==> src/rtl/ui_dvp_pkg.sv <==
// Shared types and constants for the RGB565 -> 8-bit DVP camera-bus transmitter.
// Byte order lives here so the top-level mux and any future receiver agree.
package ui_dvp_pkg;

  localparam int CNT_W         = 12;
  localparam bit HI_BYTE_FIRST = 1'b1;

  typedef enum logic [2:0] {
    ST_IDLE,
    ST_VSYNC,
    ST_VBACK,
    ST_LINE,
    ST_HBLANK,
    ST_VFRONT
  } dvp_state_e;

  function automatic logic [7:0] first_byte(input logic [15:0] px);
    return HI_BYTE_FIRST ? px[15:8] : px[7:0];
  endfunction

  function automatic logic [7:0] second_byte(input logic [15:0] px);
    return HI_BYTE_FIRST ? px[7:0] : px[15:8];
  endfunction

endpackage

==> src/rtl/ui_dvp_rgb565_tx_if.sv <==
// Pixel stream in, DVP byte bus out. The transmitter is the slave of the
// pixel stream; whoever feeds pixels and watches the bus is the master.
interface ui_dvp_rgb565_tx_if;
  logic [15:0] pix_data_i;
  logic        pix_valid_i;
  logic        pix_ready_o;
  logic        cmos_vsync_o;
  logic        cmos_href_o;
  logic [7:0]  cmos_data_o;

  modport master (
    output pix_data_i, pix_valid_i,
    input  pix_ready_o, cmos_vsync_o, cmos_href_o, cmos_data_o
  );

  modport slave (
    input  pix_data_i, pix_valid_i,
    output pix_ready_o, cmos_vsync_o, cmos_href_o, cmos_data_o
  );
endinterface

==> src/rtl/ui_dvp_timing_gen.sv <==
// Frame/line timing FSM. Its state runs one cycle ahead of the registered DVP
// outputs, so the top simply registers a decode of state_o.
module ui_dvp_timing_gen
  import ui_dvp_pkg::*;
#(
  parameter int H_ACTIVE = 640,
  parameter int V_ACTIVE = 480,
  parameter int H_BLANK  = 144,
  parameter int VS_WIDTH = 4,
  parameter int VS_BACK  = 16,
  parameter int VS_FRONT = 16
) (
  input  logic       clk_i,
  input  logic       rst_i,
  input  logic       en_i,
  output dvp_state_e state_o,
  output logic       phase_o,
  output logic       line_end_o,
  output logic       frame_end_o,
  output logic       vs_start_o
);

  localparam logic [CNT_W-1:0] PIX_LAST  = CNT_W'(2*H_ACTIVE - 1);
  localparam logic [CNT_W-1:0] LINE_LAST = CNT_W'(V_ACTIVE - 1);
  localparam logic [CNT_W-1:0] VSW_LAST  = CNT_W'(VS_WIDTH - 1);
  localparam logic [CNT_W-1:0] VSB_LAST  = CNT_W'(VS_BACK - 1);
  localparam logic [CNT_W-1:0] HB_LAST   = CNT_W'(H_BLANK - 1);
  localparam logic [CNT_W-1:0] VSF_LAST  = CNT_W'(VS_FRONT - 1);

  dvp_state_e       state_q, state_d;
  logic [CNT_W-1:0] pix_q, pix_d;
  logic [CNT_W-1:0] line_q, line_d;
  logic [CNT_W-1:0] blk_q, blk_d;
  logic [CNT_W-1:0] blk_last;
  logic             blk_end;
  logic             pix_end;

  always_ff @(posedge clk_i or posedge rst_i) begin
    if (rst_i) begin
      state_q <= ST_IDLE;
      pix_q   <= '0;
      line_q  <= '0;
      blk_q   <= '0;
    end else begin
      state_q <= state_d;
      pix_q   <= pix_d;
      line_q  <= line_d;
      blk_q   <= blk_d;
    end
  end

  // One blanking counter is shared by every non-active phase.
  always_comb begin
    blk_last = '0;
    case (state_q)
      ST_VSYNC:  blk_last = VSW_LAST;
      ST_VBACK:  blk_last = VSB_LAST;
      ST_HBLANK: blk_last = HB_LAST;
      ST_VFRONT: blk_last = VSF_LAST;
      default:   blk_last = '0;
    endcase
  end

  assign blk_end = (blk_q == blk_last);
  assign pix_end = (pix_q == PIX_LAST);

  always_comb begin
    state_d     = state_q;
    pix_d       = pix_q;
    line_d      = line_q;
    blk_d       = blk_q;
    line_end_o  = 1'b0;
    frame_end_o = 1'b0;
    case (state_q)
      ST_IDLE: begin
        pix_d  = '0;
        line_d = '0;
        blk_d  = '0;
        if (en_i) state_d = ST_VSYNC;
      end
      ST_VSYNC: begin
        blk_d = blk_end ? '0 : blk_q + 1'b1;
        if (blk_end) state_d = ST_VBACK;
      end
      ST_VBACK: begin
        blk_d = blk_end ? '0 : blk_q + 1'b1;
        if (blk_end) begin
          state_d = ST_LINE;
          line_d  = '0;
          pix_d   = '0;
        end
      end
      ST_LINE: begin
        pix_d = pix_end ? '0 : pix_q + 1'b1;
        if (pix_end) begin
          line_end_o = 1'b1;
          state_d    = (line_q < LINE_LAST) ? ST_HBLANK : ST_VFRONT;
        end
      end
      ST_HBLANK: begin
        blk_d = blk_end ? '0 : blk_q + 1'b1;
        if (blk_end) begin
          state_d = ST_LINE;
          line_d  = line_q + 1'b1;
        end
      end
      ST_VFRONT: begin
        blk_d = blk_end ? '0 : blk_q + 1'b1;
        if (blk_end) begin
          frame_end_o = 1'b1;
          line_d      = '0;
          state_d     = en_i ? ST_VSYNC : ST_IDLE;
        end
      end
      default: state_d = ST_IDLE;
    endcase
  end

  assign state_o    = state_q;
  assign phase_o    = pix_q[0];
  assign vs_start_o = (state_q == ST_VSYNC) && (blk_q == '0);

endmodule

==> src/rtl/ui_dvp_rgb565_tx.sv <==
// RGB565 pixel stream to 8-bit DVP (vsync/href/data) transmitter top: pixel
// handshake, low-byte holding register, registered byte mux and underrun flag.
module ui_dvp_rgb565_tx
  import ui_dvp_pkg::*;
#(
  parameter int H_ACTIVE = 640,
  parameter int V_ACTIVE = 480,
  parameter int H_BLANK  = 144,
  parameter int VS_WIDTH = 4,
  parameter int VS_BACK  = 16,
  parameter int VS_FRONT = 16
) (
  input  logic                     clk_i,
  input  logic                     rst_i,
  input  logic                     en_i,
  ui_dvp_rgb565_tx_if.slave        dvp,
  output logic                     frame_done_o,
  output logic                     underrun_o
);

  dvp_state_e tg_state;
  logic       tg_phase;
  logic       tg_line_end;
  logic       tg_frame_end;
  logic       tg_vs_start;

  ui_dvp_timing_gen #(
    .H_ACTIVE (H_ACTIVE),
    .V_ACTIVE (V_ACTIVE),
    .H_BLANK  (H_BLANK),
    .VS_WIDTH (VS_WIDTH),
    .VS_BACK  (VS_BACK),
    .VS_FRONT (VS_FRONT)
  ) u_timing (
    .clk_i       (clk_i),
    .rst_i       (rst_i),
    .en_i        (en_i),
    .state_o     (tg_state),
    .phase_o     (tg_phase),
    .line_end_o  (tg_line_end),
    .frame_end_o (tg_frame_end),
    .vs_start_o  (tg_vs_start)
  );

  logic       vsync_q, vsync_d;
  logic       href_q, href_d;
  logic [7:0] data_q, data_d;
  logic [7:0] lo_q, lo_d;
  logic       done_q, done_d;
  logic       underrun_q, underrun_d;
  logic       ready;
  logic       starve;

  // Ready depends on timing state only, never on valid: a missing pixel costs
  // its slot (zeros on the bus) rather than stretching the line.
  assign ready  = (tg_state == ST_LINE) && !tg_phase;
  assign starve = ready && !dvp.pix_valid_i;

  always_comb begin
    vsync_d    = (tg_state == ST_VSYNC);
    href_d     = (tg_state == ST_LINE);
    done_d     = tg_frame_end;
    data_d     = 8'h00;
    lo_d       = lo_q;
    underrun_d = underrun_q;
    if (ready) begin
      data_d = dvp.pix_valid_i ? first_byte(dvp.pix_data_i)  : 8'h00;
      lo_d   = dvp.pix_valid_i ? second_byte(dvp.pix_data_i) : 8'h00;
    end else if (tg_state == ST_LINE) begin
      data_d = lo_q;
    end
    if (tg_line_end) lo_d = 8'h00;
    if (tg_vs_start) underrun_d = 1'b0;
    if (starve)      underrun_d = 1'b1;
  end

  always_ff @(posedge clk_i or posedge rst_i) begin
    if (rst_i) begin
      vsync_q    <= 1'b0;
      href_q     <= 1'b0;
      data_q     <= 8'h00;
      lo_q       <= 8'h00;
      done_q     <= 1'b0;
      underrun_q <= 1'b0;
    end else begin
      vsync_q    <= vsync_d;
      href_q     <= href_d;
      data_q     <= data_d;
      lo_q       <= lo_d;
      done_q     <= done_d;
      underrun_q <= underrun_d;
    end
  end

  assign dvp.pix_ready_o  = ready;
  assign dvp.cmos_vsync_o = vsync_q;
  assign dvp.cmos_href_o  = href_q;
  assign dvp.cmos_data_o  = data_q;
  assign frame_done_o     = done_q;
  assign underrun_o       = underrun_q;

endmodule

==> src/flat_wrapper.sv <==
// flat-port wrapper written by rule: the top's interface ports become plain ports
module ui_dvp_rgb565_tx_flat import ui_dvp_pkg::*;
#(
  parameter int H_ACTIVE = 640,
  parameter int V_ACTIVE = 480,
  parameter int H_BLANK  = 144,
  parameter int VS_WIDTH = 4,
  parameter int VS_BACK  = 16,
  parameter int VS_FRONT = 16
)
  (clk_i, rst_i, en_i, frame_done_o, underrun_o, dvp_pix_data_i, dvp_pix_valid_i, dvp_pix_ready_o, dvp_cmos_vsync_o, dvp_cmos_href_o, dvp_cmos_data_o);
  ui_dvp_rgb565_tx_if dvp_i ();
  input  logic clk_i;
  input  logic rst_i;
  input  logic en_i;
  output logic frame_done_o;
  output logic underrun_o;
  input wire logic [$bits(dvp_i.pix_data_i)-1:0] dvp_pix_data_i;
  input wire logic [$bits(dvp_i.pix_valid_i)-1:0] dvp_pix_valid_i;
  output wire logic [$bits(dvp_i.pix_ready_o)-1:0] dvp_pix_ready_o;
  output wire logic [$bits(dvp_i.cmos_vsync_o)-1:0] dvp_cmos_vsync_o;
  output wire logic [$bits(dvp_i.cmos_href_o)-1:0] dvp_cmos_href_o;
  output wire logic [$bits(dvp_i.cmos_data_o)-1:0] dvp_cmos_data_o;
  assign dvp_i.pix_data_i = dvp_pix_data_i;
  assign dvp_i.pix_valid_i = dvp_pix_valid_i;
  assign dvp_pix_ready_o = dvp_i.pix_ready_o;
  assign dvp_cmos_vsync_o = dvp_i.cmos_vsync_o;
  assign dvp_cmos_href_o = dvp_i.cmos_href_o;
  assign dvp_cmos_data_o = dvp_i.cmos_data_o;
  ui_dvp_rgb565_tx #(.H_ACTIVE(H_ACTIVE), .V_ACTIVE(V_ACTIVE), .H_BLANK(H_BLANK), .VS_WIDTH(VS_WIDTH), .VS_BACK(VS_BACK), .VS_FRONT(VS_FRONT)) u_core (.clk_i(clk_i), .rst_i(rst_i), .en_i(en_i), .dvp(dvp_i), .frame_done_o(frame_done_o), .underrun_o(underrun_o));
endmodule
==> config.mk <==
export PLATFORM = sky130hd
export DESIGN_NAME = ui_dvp_rgb565_tx_flat
export DESIGN_NICKNAME = d
export VERILOG_FILES = /design/src/rtl/ui_dvp_pkg.sv /design/src/rtl/ui_dvp_rgb565_tx_if.sv /design/src/rtl/ui_dvp_timing_gen.sv /design/src/rtl/ui_dvp_rgb565_tx.sv /design/src/flat_wrapper.sv
export SDC_FILE = /design/constraint.sdc
export NUM_CORES = 1
export LEC_CHECK = 0
export ABC_CLOCK_PERIOD_IN_PS = 1800
export CORE_MARGIN = 2
export CORE_UTILIZATION = 45
export DETAILED_ROUTE_END_ITERATION = 6
export DONT_BUFFER_PORTS = 1
export PLACE_DENSITY = 0.71
export SETUP_SLACK_MARGIN = 0.5
export SYNTH_ARGS = -nofsm -noshare
export SYNTH_HDL_FRONTEND = slang
export SYNTH_SLANG_ARGS = --single-unit
==> constraint.sdc <==
create_clock -name clk_i -period 1.8 [get_ports clk_i]
set_input_delay 0.18 -clock clk_i [delete_from_list [all_inputs] [get_ports clk_i]]
set_output_delay 0.18 -clock clk_i [all_outputs]
set_load 0.005 [all_outputs]
==> results of run 1 <==
## registers in the layout, summed over array words and instances, names as in the netlist
register and flops:
u_core.lo_q 8, u_core.dvp.cmos_vsync_o 1, u_core.dvp.cmos_data_o 8, u_core.underrun_o 1
u_core.u_timing.pix_q 12, u_core.u_timing.line_q 12, u_core.u_timing.blk_q 12, u_core.frame_done_o 1
u_core.u_timing.state_o 3, u_core.dvp.cmos_href_o 1
## cells in the final DEF (no fill, tap or decap), types with 8 or more instances in the layout
| cell | netlist | routed |
|---|---|---|
| buf_6 | 4 | 15 |
| clkbuf_8 | 0 | 9 |
| dfrtp_1 | 59 | 55 |
| and3_1 | 18 | 12 |
| nand2_1 | 33 | 30 |
| nand3_1 | 26 | 26 |
| a21oi_1 | 26 | 11 |
| buf_4 | 3 | 58 |
| o21ai_0 | 16 | 8 |
| a22oi_1 | 9 | 8 |
| a21oi_2 | 3 | 17 |
| dlygate4sd3_1 | 0 | 16 |
| nor2_1 | 22 | 18 |
| a22o_1 | 10 | 10 |
## worst paths after layout
path / end / slack (ns) / cells after the start
worst max-delay path: u_core.u_timing.line_q[7] / -0.20 / 8
worst min-delay path: u_core.lo_q[0] / 0.005 / 2
worst max register to register: u_core.u_timing.line_q[7] / -0.20 / 8
worst min register to register: u_core.lo_q[4] / 0.53 / 2
max in group asynchronous: u_core.u_timing.blk_q[0] / 0.94 / 3
min in group asynchronous: u_core.dvp.cmos_data_o[1] / 0.29 / 2
## power by group through the flow
stage | Combinational, W | Clock (W) | Sequential, W
final | 0.00338 | 0.00139 | 0.00177
after global placement | 0.00239 | 0 | 0.00174
after detailed placement | 0.00246 | 0 | 0.00175
after floorplan | 0.00174 | 0 | 0.00168
after CTS | 0.00284 | 0.00140 | 0.00173
after global routing | 0.00361 | 0.00146 | 0.00179
## logic make-up after synthesis
logic type | share of synthesized area
flops | 0.445
buf+inv | 0.0535
mux | 0.0155
xor+xnor | 0.0185
compound gates | 0.214
simple gates | 0.235
fa+ha+maj | 0.0185
## area by class of cell
class                   count  area share
inverters                  13      0.0125
well taps                  99      0.0262
flip-flops and latches     59       0.314
multi-input cells         269       0.414
clock buffers               9      0.0262
clock inverters             7      0.0212
repair buffers             96       0.186
## metal layers
layer | up-vias | wire, um | track usage | share of wire
met5 | - | 0 | 0 | 0
met4 | 0 | 253 | 0.106 | 0.027
met3 | 23 | 475 | 0.0369 | 0.050
met2 | 104 | 4760 | 0.389 | 0.50
met1 | 1634 | 4000 | 0.308 | 0.42
li1 | 1500 | - | - | -
## through the flow
step                setup TNS [ns]  total power (W)  hold WS [ns]  instance area [sq um]
floorplan                   -0.886          0.00342         0.280                   3500
global route                 -8.13          0.00686        0.0116                   4720
global placement             -3.35          0.00414        0.0560                   3960
finish                       -5.19          0.00653       0.00460                   4720
detailed placement           -4.86          0.00422        0.0604                   3960
CTS                          -2.53          0.00597       0.00457                   4540
## repair_timing
item,in CTS,in global routing
setup buffers,7,3
gates cloned,1,3
hold buffers,16,0
gates resized for setup,44,33
pin swaps,8,18
setup endpoints to repair,58,59
hold endpoints to repair,32,0
==> results.cfg, run 1 <==
[sta]
finalHoldViolCount = 0
setup_viol = 39
tightestPinTransition_ns = 0.464
fin_ws_ns = -0.203
max_freq_mhz = 499
finalMaxSlewViolations = 0
min_period_ns = 2.00
final.setup_skew_ns = 0.0107
finalCritPeriodShare = 1.11
rsz0062_at_grt = true
relSlewSlack = 0.689

[clock_network]
ctsHtreeMaxLevel = 3
ctsRootBufferMaster = clkbuf_8
cts_made_buffers = 9
tritoncts = done
cts.sinks = 59
clk_latency_ns = 0.35
clkTransAtPathRegs_ns = 0.07
cts_buffer_depth = 2

[cells_and_area]
seq_area_sq_um = 1480
multiInputGateArea_sq_um = 1950
final_nets = 472
synthToLayoutAreaGrowth_pct = 42.3
nFillCells = 538
drive_gt1_frac = 0.382
final_cells = 552
final_core_utilization = 0.654
num_antenna_cells = 0

[global_routing]
grt_max_degree = 44
grt_pass1_vias = 3181
overflow = 0
antenna_found_initial = 0
grt_pass1_wl_um = 15600
grt_usage = 0.236

[power_and_ir_drop]
powerDensity_nw_per_um2 = 1380
leakagePower_nw = 2.15
p_clk_frac = 0.212
p_seq_frac = 0.270
switching_power_w = 0.00255
switching_share = 0.391
combPwrFrac = 0.518
internal_power_w = 0.00398
ir_worst_vdd_mv = 0.511

[placement]
post-place-ws_ns = -0.225
dp.cells = 506
port_buffers = 0
dp_hpwl_um = 5790
gp_congestion = 0.842

[setup_path]
cp_top_family = compound AO/OA/AOI/OAI gates
path_max_fanout = 8
startpoint = u_core.u_timing.state_o[2]
slowest_delay_ns = 0.47
worst_path_max_delay_cell = dfrtp_2
path_cells = buf_6 > nor3_4 > o211ai_1 > a21oi_2 > buf_12 > nand2_4 > maj3_2 > a211o_1
start_kind = flip-flop
worstPathRequired_ns = 2.04
arrival_ns = 2.24
path_class = flip-flop to flip-flop
critPathCaptureType = flip-flop
crit_buf_inv = 2
r2r_start = u_core.u_timing.state_o[2]

[logic_synthesis]
yosys_warnings = 0
postSynth.asyncResetShare = 1.00
synth_top_area_share = 0.445
synth_most_common_cell = dfrtp_1
synth_area_leaders = dfrtp_1 44%, a21oi_1 3.9%, nand3_1 3.9%, nand2_1 3.7%, and3_1 3.4%
netlist_area_sq_um = 3320
synth-seq-cells = 59
yosysTopAreaCell = dfrtp_1
avgSynthCellArea_sq_um = 9.17
netlist_instances = 362
synth_cell_type_count = 55
synth_edf_count = 0
synth-main-ff-cell = dfrtp_1
synth_nets = 386
yosysSeqAreaShare = 0.445
yosys-top-cells-count = 59 x dfrtp_1, 33 x nand2_1, 26 x a21oi_1, 26 x nand3_1, 22 x nor2_1

[drt]
drt_iter0_markers = 183
wl_um = 9490
firstDrtPassIters = 5
vias_per_cell = 5.91
drtAntennaViolNets = 0
drc = 0
vias = 3261
routedWlPerCell_um = 17.2

[flow_run]
max_cap_violations = 0

[floorplanning]
start_util = 0.460
die_h_um = 89.9
io_pins = 33
fp.dieW_um = 89.9
coreArea_sq_um = 7210
die-area_sq_um = 8080
rows = 31

[outcome]
status = finished with violations
violations = negative setup slack

[hold_path]
min_path_type = input port to flip-flop
hp-start = dvp_pix_data_i[0]
Power figures use the tool's default switching activity.
==> run 2: changes to the inputs <==
--- a/config.mk
+++ b/config.mk
@@ -9,9 +9,8 @@
 export CORE_MARGIN = 2
 export CORE_UTILIZATION = 45
 export DETAILED_ROUTE_END_ITERATION = 6
-export DONT_BUFFER_PORTS = 1
-export PLACE_DENSITY = 0.71
-export SETUP_SLACK_MARGIN = 0.5
+export PLACE_DENSITY = 0.77
+export SETUP_SLACK_MARGIN = 0.15
 export SYNTH_ARGS = -nofsm -noshare
 export SYNTH_HDL_FRONTEND = slang
 export SYNTH_SLANG_ARGS = --single-unit
==> run 2 against run 1 <==
  * The run still ends with negative setup slack left
  * Clock power is essentially flat
  * Fmax shrank 4.8%
  * Largest power group unchanged
  * Via count grew 6.4%
  * Register-to-register slack lost 0.10 ns
==> results.cfg, run 2 (synthesis gave the netlist of run 1 again) <==
[cells_and_area]
fin_area_sq_um = 5070
drive_gt1_frac = 0.374
seq_area_sq_um = 1480
synthToLayoutAreaGrowth_pct = 52.7
num_antenna_cells = 0
final_common_cell = buf_4
final_nets = 506
reg_top3 = u_core.u_timing.blk_q x12, u_core.u_timing.line_q x12, u_core.u_timing.pix_q x12
nFillCells = 523
final_cell_mix = 76 x buf_4, 56 x dfrtp_1, 31 x nand2_1, 31 x clkdlybuf4s50_1, 26 x nand3_1
final_core_utilization = 0.702
multiInputGateArea_sq_um = 1940

[placement]
gp_congestion = 0.866
port_buffers = 32
dp_hpwl_um = 6160
place_area_sq_um = 4300

[setup_path]
critPathCaptureType = flip-flop
path_class = flip-flop to flip-flop
r2r_start = u_core.u_timing.state_o[0]
reg2reg_to = u_core.u_timing.line_q[4]
arrival_ns = 2.33
rrSetupSlack_ns = -0.30
startpoint = u_core.u_timing.state_o[0]
path_max_fanout = 5
start_kind = flip-flop
worstPathRequired_ns = 2.03
reg2reg_depth = 8

[sta]
finalCritPeriodShare = 1.17
final.setup_skew_ns = 0.00585
min_period_ns = 2.10
finalMaxSlewViolations = 0
rsz0062_at_grt = true
tightestPinTransition_ns = 0.641
max_freq_mhz = 475
finalHoldViolCount = 0
relSlewSlack = 0.572
setup_viol = 40
fin_ws_ns = -0.304

[flow_run]
max_cap_violations = 0

[clock_network]
holdBufCountCts = 0
cts_made_buffers = 9
clk_latency_ns = 0.35
clkTransAtPathRegs_ns = 0.07
tritoncts = done
ctsRootBufferMaster = clkbuf_8
ctsHtreeMaxLevel = 3
cts.sinks = 59
cts_buffer_depth = 2

[global_routing]
grt_max_degree = 60
grt_usage = 0.271
antenna_found_initial = 0
overflow = 0
grt_pass1_wl_um = 17400
grt_pass1_vias = 3533

[floorplanning]
coreArea_sq_um = 7210
die_h_um = 89.9
io_pins = 33
rows = 31
fp.dieW_um = 89.9
start_util = 0.460
die-area_sq_um = 8080

[hold_path]
min_path_type = input port to async pin

[drt]
wl_um = 10700
drtAntennaViolNets = 0
drc = 0
firstDrtPassIters = 5
vias_per_cell = 5.92
drt_iter0_markers = 280
vias = 3469
routedWlPerCell_um = 18.2

[outcome]
violations = negative setup slack
status = finished with violations

[power_and_ir_drop]
leakagePower_nw = 2.31
powerDensity_nw_per_um2 = 1400
ir_worst_vdd_mv = 0.777
[run 2: cell count changes in the layout (fill, tap and decap cells not counted), moves of 3 or more]
cell / delta
buf_4: +18
buf_6: -4
clkdlybuf4s50_1: +31
clkinv_4: -3
dlygate4sd3_1: -16
o21ai_0: +4
o21ai_2: -3
[run 2: layout make-up]
cell class	count	share of cell area
sequential	59	0.292
clock buffer	12	0.0306
tap	99	0.0244
multi-input combinational	269	0.382
timing repair buffer	130	0.245
clock inverter	4	0.0143
inverter	13	0.0111
[run 2: worst max-delay path, cell delays in order, from the launching register on]
cell	delay, ns
dfrtp_2	0.43
buf_6	0.13
nor3_4	0.20
o211ai_1	0.15
a21oi_2	0.25
buf_6	0.17
nand2_4	0.07
a21o_4	0.24
a221o_1	0.35
[run 2: how the worst max path moves through the flow]
stage / to / cells past startpoint
after global routing: u_core.u_timing.pix_q[2] / 9
final: u_core.u_timing.line_q[4] / 8
after CTS: u_core.u_timing.line_q[7] / 9
after global placement: u_core.u_timing.line_q[9] / 7
after detailed placement: u_core.u_timing.line_q[11] / 7
after floorplan: u_core.u_timing.line_q[9] / 8
[run 2: timing repair]
action / 4_1_cts / 5_1_grt
resized for setup: 69 / 12
gates cloned: 4 / 0
endpoints found under the setup margin: 48 / 49
pin swaps: 14 / 10
buffers inserted: 12 / 7
[run 2: metrics by stage]
step | setup TNS, ns | total power [W] | worst slack, ns | hold slack (ns) | cells
floorplan | -0.884 | 0.00333 | -0.111 | 0.327 | 362
global placement | -1.55 | 0.00431 | -0.147 | 0.502 | 547
detailed placement | -3.95 | 0.00442 | -0.239 | 0.503 | 547
CTS | -3.80 | 0.00666 | -0.181 | 0.223 | 579
global route | -10.30 | 0.00741 | -0.365 | 0.253 | 586
finish | -8.43 | 0.00708 | -0.304 | 0.208 | 586
[run 2: routing by layer]
metal	wire (um)	part of all wire	global-route usage
met5	0	0	0
met4	509	0.048	0.140
met3	662	0.062	0.0562
met2	5410	0.51	0.467
met1	4110	0.38	0.319
[run 2: power breakdown]
group | internal (W) | leakage [nW] | switching, W
clock network | 0.000853 | 0.113 | 0.000553
registers | 0.00154 | 0.799 | 0.000162
logic | 0.00200 | 1.40 | 0.00197
total | 0.00439 | 2.31 | 0.00268
